===== src/rtl/regbank_wr_arbiter.sv =====
// Write-port controller for the register bank: zero-clears every entry after reset,
// then round-robin arbitrates the single write port between the ALU and load writeback ports.
module regbank_wr_arbiter #(
    parameter int NREG    = 32,
    parameter int AW      = 5,
    parameter int DW      = 32,
    parameter int ZERO_R0 = 0
) (
    input  logic          clk,
    input  logic          rst,
    input  logic          req0_valid,
    input  logic [AW-1:0] req0_dr,
    input  logic [DW-1:0] req0_data,
    output logic          req0_ready,
    input  logic          req1_valid,
    input  logic [AW-1:0] req1_dr,
    input  logic [DW-1:0] req1_data,
    output logic          req1_ready,
    output logic          wr_en,
    output logic [AW-1:0] wr_dr,
    output logic [DW-1:0] wr_data,
    output logic          init_busy
);

    localparam logic [0:0] CLEAR = 1'b0;
    localparam logic [0:0] RUN   = 1'b1;

    logic [0:0]    state;
    logic [AW-1:0] cnt;
    logic          ptr;
    logic          grant0;
    logic          grant1;

    // A hard-wired r0 still handshakes normally; only the bank strobe is dropped.
    function automatic logic issue_en(input logic [AW-1:0] dr);
        return !((ZERO_R0 != 0) && (dr == '0));
    endfunction

    always_comb begin
        grant0 = 1'b0;
        grant1 = 1'b0;
        if (state == RUN) begin
            if (req0_valid && (!req1_valid || !ptr))
                grant0 = 1'b1;
            else if (req1_valid)
                grant1 = 1'b1;
        end
    end

    assign req0_ready = grant0;
    assign req1_ready = grant1;
    assign init_busy  = (state == CLEAR);

    always_ff @(posedge clk) begin
        if (rst) begin
            state   <= CLEAR;
            cnt     <= '0;
            ptr     <= 1'b0;
            wr_en   <= 1'b0;
            wr_dr   <= '0;
            wr_data <= '0;
        end else if (state == CLEAR) begin
            wr_en   <= 1'b1;
            wr_dr   <= cnt;
            wr_data <= '0;
            if (cnt == AW'(NREG - 1)) begin
                state <= RUN;
                cnt   <= '0;
            end else begin
                cnt <= cnt + 1'b1;
            end
        end else if (grant0) begin
            wr_en   <= issue_en(req0_dr);
            wr_dr   <= req0_dr;
            wr_data <= req0_data;
            ptr     <= 1'b1;
        end else if (grant1) begin
            wr_en   <= issue_en(req1_dr);
            wr_dr   <= req1_dr;
            wr_data <= req1_data;
            ptr     <= 1'b0;
        end else begin
            wr_en <= 1'b0;
        end
    end

endmodule

===== config.mk =====
export PLATFORM = sky130hd
export DESIGN_NAME = regbank_wr_arbiter
export DESIGN_NICKNAME = d
export VERILOG_FILES = /design/src/rtl/regbank_wr_arbiter.sv
export SDC_FILE = /design/constraint.sdc
export NUM_CORES = 1
export LEC_CHECK = 0
export CAP_MARGIN = 0
export CORE_AREA = 2 2 88 90
export DETAILED_ROUTE_END_ITERATION = 8
export DIE_AREA = 0 0 90 92
export MAX_ROUTING_LAYER = met4
export PLACE_DENSITY = 0.83
export SYNTH_ARGS = -nofsm -noshare
export SYNTH_HDL_FRONTEND = slang
export SYNTH_SLANG_ARGS = --single-unit

===== constraint.sdc =====
create_clock -name clk -period 1.4 [get_ports clk]
set_input_delay 0.21 -clock clk [delete_from_list [all_inputs] [get_ports clk]]
set_output_delay 0.21 -clock clk [all_outputs]
set_load 0.02 [all_outputs]

==> flow_summary_export.csv, run 1 <==
group,metric,value,unit
logic_synthesis,synth-async-reset-ratio,0,%
grt,grt_max_degree,33,
worst_setup_path,endpoint_kind,"flip-flop",
worst_setup_path,critPathKind,"reg -> reg",
floorplan,core,0.00745,sq mm
placement,io_buffer_count,118,
logic_synthesis,synth_ff_type,"dfxtp_1",
grt,grt.met2_usage,32.5,%
min_path,whs_path_depth,3,
final_layout,n_antenna_cell,0,
grt,use_met3,4.60,%
grt,grt-busiest-layer,"met2",
final_layout,drive_above_1_share,27.0,%
timing,final.setup.tns,0,ns
logic_synthesis,postSynthCellCount,261,
logic_synthesis,synth_cell_type_count,32,
timing,fmax,736,MHz
final_layout,fill_cells,707,
drt,via_count,2514,
outcome,status,"finished clean",
power,ir_worst_vdd,0.000431,V
placement,place_inst,475,
floorplan,die_x,90,um
timing,post-route-period-util,97.0,%
final_layout,layout.nets,460,
timing,fin_skew,0.00753,ns
clock_network,path_clk_slew,0.09,ns
logic_synthesis,synth_top_area_share,33.0,%
final_layout,seq_area,906,sq um
timing,layout_setup_ws,0.0418,ns
floorplan,fp-row-count,32,
power,power.leakage,0.00178,uW
timing,worst_pin_slew,0.421,ns
timing,grt_setup_unrepaired,"yes",
final_layout,syn2layout_area_growth,50.3,%
grt,grtUsageMet1,22.8,%
final_layout,multi_input_area,0.00147,sq mm
clock_network,cts_root_buffer,"clkbuf_8",
timing,whs,0.460,ns
logic_synthesis,ys_seq_elements,45,
drt,wl_per_cell,16.0,um
logic_synthesis,yosysTopAreaCell,"dfxtp_1",
drt,dr.pass1.iters,4,
logic_synthesis,syn_nets,341,
worst_setup_path,critPathLaunchType,"flip-flop",
worst_setup_path,cp_max_fo,5,
floorplan,dieArea,0.00828,sq mm
power,cellPowerDensity,655,mW/mm^2
worst_setup_path,reg2regPathDepth,6,
grt,grt_pass1_wl,12.6,mm
worst_setup_path,cp.arrival,1.59,ns
final_layout,stdcell_count,483,
grt,grt_pass1_vias,2526,
timing,relSlewSlack,71.8,%
drt,drc_errors,0,
timing,hold_viol_final,0,
worst_setup_path,crit_required,1.63,ns
timing,fin_crit,1.36,ns
job,drv_cap,0,
grt,overflow,0,
placement,hpwlAfterDp,5.51,mm
logic_synthesis,ys_warn_count,0,
clock_network,clk_latency,0.29,ns
drt,viasPerCell,5.20,
clock_network,cts.sinks,45,
min_path,hp-class,"in -> reg",
grt,antenna_found_initial,0,
timing,maxSlewViolCount,0,
clock_network,htree_levels,2,
placement,routabilityCongestion,0.741,
logic_synthesis,synth_enable_flop_cells,0,
drt,routed_wirelength,7.73,mm
clock_network,cts_tree,"yes",
clock_network,numCtsBuffers,5,
floorplan,ios,119,
clock_network,holdBufCountCts,0,
logic_synthesis,avgSynthCellArea,10.4,sq um
grt,grtUsageTotal,18.9,%
drt,drt_iter0_markers,119,
clock_network,clk_path_buf_depth,2,
drt,detail-route-antenna-nets,0,
logic_synthesis,syn_area,0.00273,sq mm
floorplan,initial_utilization,36.6,%
timing,setup_viol,0,
floorplan,die_h,92,um
placement,pre_cts_ws,-0.532,ns
logic_synthesis,synth_area_leaders,"dfxtp_1 33%, a221oi_2 17%, a211oi_2 13%",
logic_synthesis,synth_seq_area_share,33.0,%
## final cells by class
type / count / area share [%]
clock buffer: 7 / 2.11
clock inverter: 1 / 0.733
inverter: 34 / 3.24
multi-input combinational: 154 / 35.9
sequential: 45 / 22.1
tap: 102 / 3.11
timing repair buffer: 140 / 32.8
## path summary, 6_finish.rpt
kind	from	endpoint	slack (ns)
setup / recovery	cnt[0]$_SDFFE_PP0N_	cnt[3]$_SDFFE_PP0N_	0.04
hold / removal	req0_data[9]	wr_data[9]$_SDFFE_PP0P_	0.46
setup reg to reg	cnt[0]$_SDFFE_PP0N_	cnt[3]$_SDFFE_PP0N_	0.04
hold reg to reg	ptr$_SDFFE_PP0P_	ptr$_SDFFE_PP0P_	0.49
## kinds of logic after synthesis
group | count (synthesis) | synth area share [%]
simple gates | 68 | 16.1
fa+ha+maj | 2 | 0.918
mux | 2 | 0.734
buf+inv | 62 | 13.7
compound gates | 82 | 35.6
flops | 45 | 33.0
## state kept, by name, indices dropped and copies added (netlist names)
register	count
wr_dr	5
wr_en	1
wr_data	32
state	1
ptr	1
cnt	5
## where the power goes
| group | internal (uW) | leakage [uW] | switching, uW |
|---|---|---|---|
| Combinational | 242 | 0.00136 | 113 |
| Clock | 583 | 0.0000585 | 448 |
| Sequential | 1290 | 0.000365 | 8.28 |
## critical path, cell delays in order (launching register included)
cell and delay (ns):
dfxtp_1 0.33, ha_2 0.19, and3_1 0.18, ha_2 0.20, a31oi_1 0.16, o21ai_1 0.09, a21oi_1 0.14
## layer usage
layer	vias to the layer above	part of all wire (%)
met5	-	0
met1	1197	44
met2	89	50
met3	2	5.9
li1	1226	-
met4	0	0.35
## cells in the final DEF (no fill, tap or decap), types with 6 or more instances in the layout
cell type and count:
a211oi_2 29, a221oi_2 31, a31oi_1 6, buf_4 17
dfxtp_1 43, and3_1 33, nand2b_1 6, nor2_1 7
dlygate4sd2_1 39, inv_1 33, clkdlybuf4s50_1 75, clkbuf_8 6
## per-stage QoR
| step | area [sq um] | util, % | power, uW |
|---|---|---|---|
| after global routing | 4100 | 55.0 | 2800 |
| after global placement | 3990 | 53.6 | 1690 |
| after detailed placement | 3990 | 53.6 | 1690 |
| after CTS | 4060 | 54.5 | 2710 |
| final | 4100 | 55.0 | 2680 |
| after floorplan | 2730 | - | 1420 |
## synthesized netlist by cell type, types with 2 or more instances
cell,n
dfxtp_1,45
and3_1,33
inv_1,33
a221oi_2,30
a211oi_2,29
buf_2,9
buf_6,8
nand2b_1,7
nor2_1,7
a31oi_1,6
a21oi_1,5
nand4b_1,5
nor2b_1,5
o221ai_1,5
buf_4,4
clkbuf_1,4
a211oi_1,3
buf_12,3
a221oi_1,2
and2_1,2
ha_1,2
mux2i_1,2
nor3_1,2
o21ai_0,2
## timing repair
action / 4_1_cts / 5_1_grt
setup buffers: 0 / 0
gates resized for setup: 53 / 16
endpoints found under the setup margin: 80 / 16
pin swaps: 1 / 0
Power figures use the tool's default switching activity.
==> run 2: changes to the inputs <==
--- a/config.mk
+++ b/config.mk
@@ -9,6 +9,7 @@
 export CORE_AREA = 2 2 88 90
 export DETAILED_ROUTE_END_ITERATION = 8
 export DIE_AREA = 0 0 90 92
+export GPL_ROUTABILITY_DRIVEN = 0
 export MAX_ROUTING_LAYER = met4
 export PLACE_DENSITY = 0.83
 export SYNTH_ARGS = -nofsm -noshare
==> results of run 2 <==
Same layout as run 1: the final DEF is identical, and so are final timing and power.
==> run 3: changes to the inputs <==
--- a/config.mk
+++ b/config.mk
@@ -6,9 +6,9 @@
 export NUM_CORES = 1
 export LEC_CHECK = 0
 export CAP_MARGIN = 0
-export CORE_AREA = 2 2 88 90
+export CORE_AREA = 5 5 91 93
 export DETAILED_ROUTE_END_ITERATION = 8
-export DIE_AREA = 0 0 90 92
+export DIE_AREA = 0 0 96 98
 export GPL_ROUTABILITY_DRIVEN = 0
 export MAX_ROUTING_LAYER = met4
 export PLACE_DENSITY = 0.83
==> run 3 against run 2 <==
Net effect:
- combinational power rose by 1%
- hold slack better by 0.0094 ns
- final area fell by 0.37%
- critical path type unchanged
- cell count is 0.21% lower
==> flow_summary_export.csv, run 3 (same netlist as run 1, synthesis figures left out) <==
group,metric,value,unit
grt,grt_pass1_vias,2608,
final_layout,layout.nets,460,
grt,grtUsageTotal,17.3,%
outcome,status,"finished clean",
power,power.leakage,0.00177,uW
drt,dr.pass1.iters,4,
drt,drt_iter0_markers,53,
timing,fmax,745,MHz
drt,drc_errors,0,
timing,layout_setup_ws,0.0575,ns
floorplan,fp-row-count,32,
clock_network,cts_tree,"yes",
final_layout,top_register,"wr_data",
timing,relSlewSlack,74.8,%
timing,hold_viol_final,0,
floorplan,die_x,96,um
power,ir_worst_vdd,0.000322,V
timing,fin_crit,1.34,ns
clock_network,cts_root_buffer,"clkbuf_8",
worst_setup_path,critPathKind,"reg -> reg",
job,drv_cap,0,
power,p_total,2480,uW
timing,fin_skew,0.00812,ns
worst_setup_path,cp_max_fo,5,
final_layout,drive_above_1_share,27.1,%
floorplan,core,0.00745,sq mm
grt,grt_max_degree,33,
final_layout,syn2layout_area_growth,49.8,%
worst_setup_path,cp.arrival,1.56,ns
drt,wl_per_cell,16.5,um
timing,post-route-period-util,95.9,%
drt,detail-route-antenna-nets,0,
placement,io_buffer_count,118,
clock_network,path_clk_slew,0.09,ns
clock_network,clk_path_buf_depth,2,
final_layout,largest_register_ffs,32,
power,cellPowerDensity,607,mW/mm^2
grt,antenna_found_initial,0,
drt,viasPerCell,5.17,
clock_network,clk_latency,0.29,ns
timing,worst_pin_slew,0.377,ns
floorplan,initial_utilization,36.6,%
worst_setup_path,critPathLaunchType,"flip-flop",
grt,grt_pass1_wl,12.6,mm
clock_network,htree_levels,2,
drt,via_count,2493,
timing,grt_setup_unrepaired,"no",
final_layout,fill_cells,713,
placement,place_inst,475,
floorplan,dieArea,0.00941,sq mm
timing,final.setup.tns,0,ns
final_layout,largestRegisters,"wr_data: 32 flops, cnt: 5 flops, wr_dr: 5 flops",
final_layout,final_cell_mix,"75 x clkdlybuf4s50_1, 42 x dfxtp_1, 40 x dlygate4sd2_1",
final_layout,stdcell_count,482,
worst_setup_path,endpoint_kind,"flip-flop",
clock_network,cts.sinks,45,
grt,overflow,0,
clock_network,numCtsBuffers,5,
placement,pre_cts_ws,-0.516,ns
drt,routed_wirelength,7.97,mm
floorplan,die_h,98,um
timing,maxSlewViolCount,0,
floorplan,ios,119,
placement,hpwlAfterDp,5.80,mm
final_layout,n_antenna_cell,0,
min_path,hp-class,"in -> reg",
timing,setup_viol,0,
worst_setup_path,crit_required,1.62,ns
final_layout,mostFrequentLayoutCell,"clkdlybuf4s50_1",
==> run 3: power breakdown <==
group | leakage, uW | switching, uW | internal [uW]
combinational | 0.00136 | 117 | 243
clock | 0.0000443 | 422 | 393
sequential | 0.000365 | 9.56 | 1290
==> run 3: final timing paths <==
path / start / slack (ns) / cells after the start / end
worst min-delay path: req0_data[6] / 0.47 / 3 / wr_data[6]$_SDFFE_PP0P_
worst min register to register: ptr$_SDFFE_PP0P_ / 0.50 / 2 / ptr$_SDFFE_PP0P_
worst max-delay path: cnt[0]$_SDFFE_PP0N_ / 0.06 / 6 / cnt[2]$_SDFFE_PP0N_
worst max register to register: cnt[0]$_SDFFE_PP0N_ / 0.06 / 6 / cnt[2]$_SDFFE_PP0N_
==> run 3: repair_timing <==
item                                   CTS  global route
gates resized for setup                 52            12
setup endpoints to repair               80             7
gates cloned                             0             0
pin swaps                                0             0
endpoints found under the hold margin    0             0
setup buffers                            0             0
hold buffers                             0             0
==> run 3: metal layers <==
metal	share of wire (%)	track usage [%]	routed length [um]	vias up
li1	-	-	-	1214
met1	43	20.8	3430	1184
met2	51	29.6	4040	88
met3	5.3	3.16	425	7
met4	0.93	3.61	74	0
met5	0	-	0	-
==> run 3: worst max-delay path: stages (launching register included) <==
cell	delay, ns
dfxtp_1	0.33
ha_2	0.20
and3_1	0.21
ha_4	0.18
nor2_1	0.12
nand3b_1	0.09
a21oi_1	0.14
==> run 3: layout make-up <==
class / instances / area, sq um / area share [%]
well taps: 102 / 128 / 3.12
clock buffers: 7 / 86.3 / 2.11
repair buffers: 140 / 1350 / 33.0
multi-input cells: 154 / 1480 / 36.3
inverters: 34 / 133 / 3.25
flip-flops and latches: 45 / 905 / 22.2
==> run 3: per-stage QoR <==
stage / hold WS (ns) / utilization (%) / cell area, sq um
finish: 0.469 / 54.8 / 4080
floorplan: 0.348 / - / 2730
CTS: 0.461 / 54.4 / 4050
detailed placement: 0.498 / 53.9 / 4010
global route: 0.466 / 54.8 / 4080
global placement: 0.487 / 53.9 / 4010
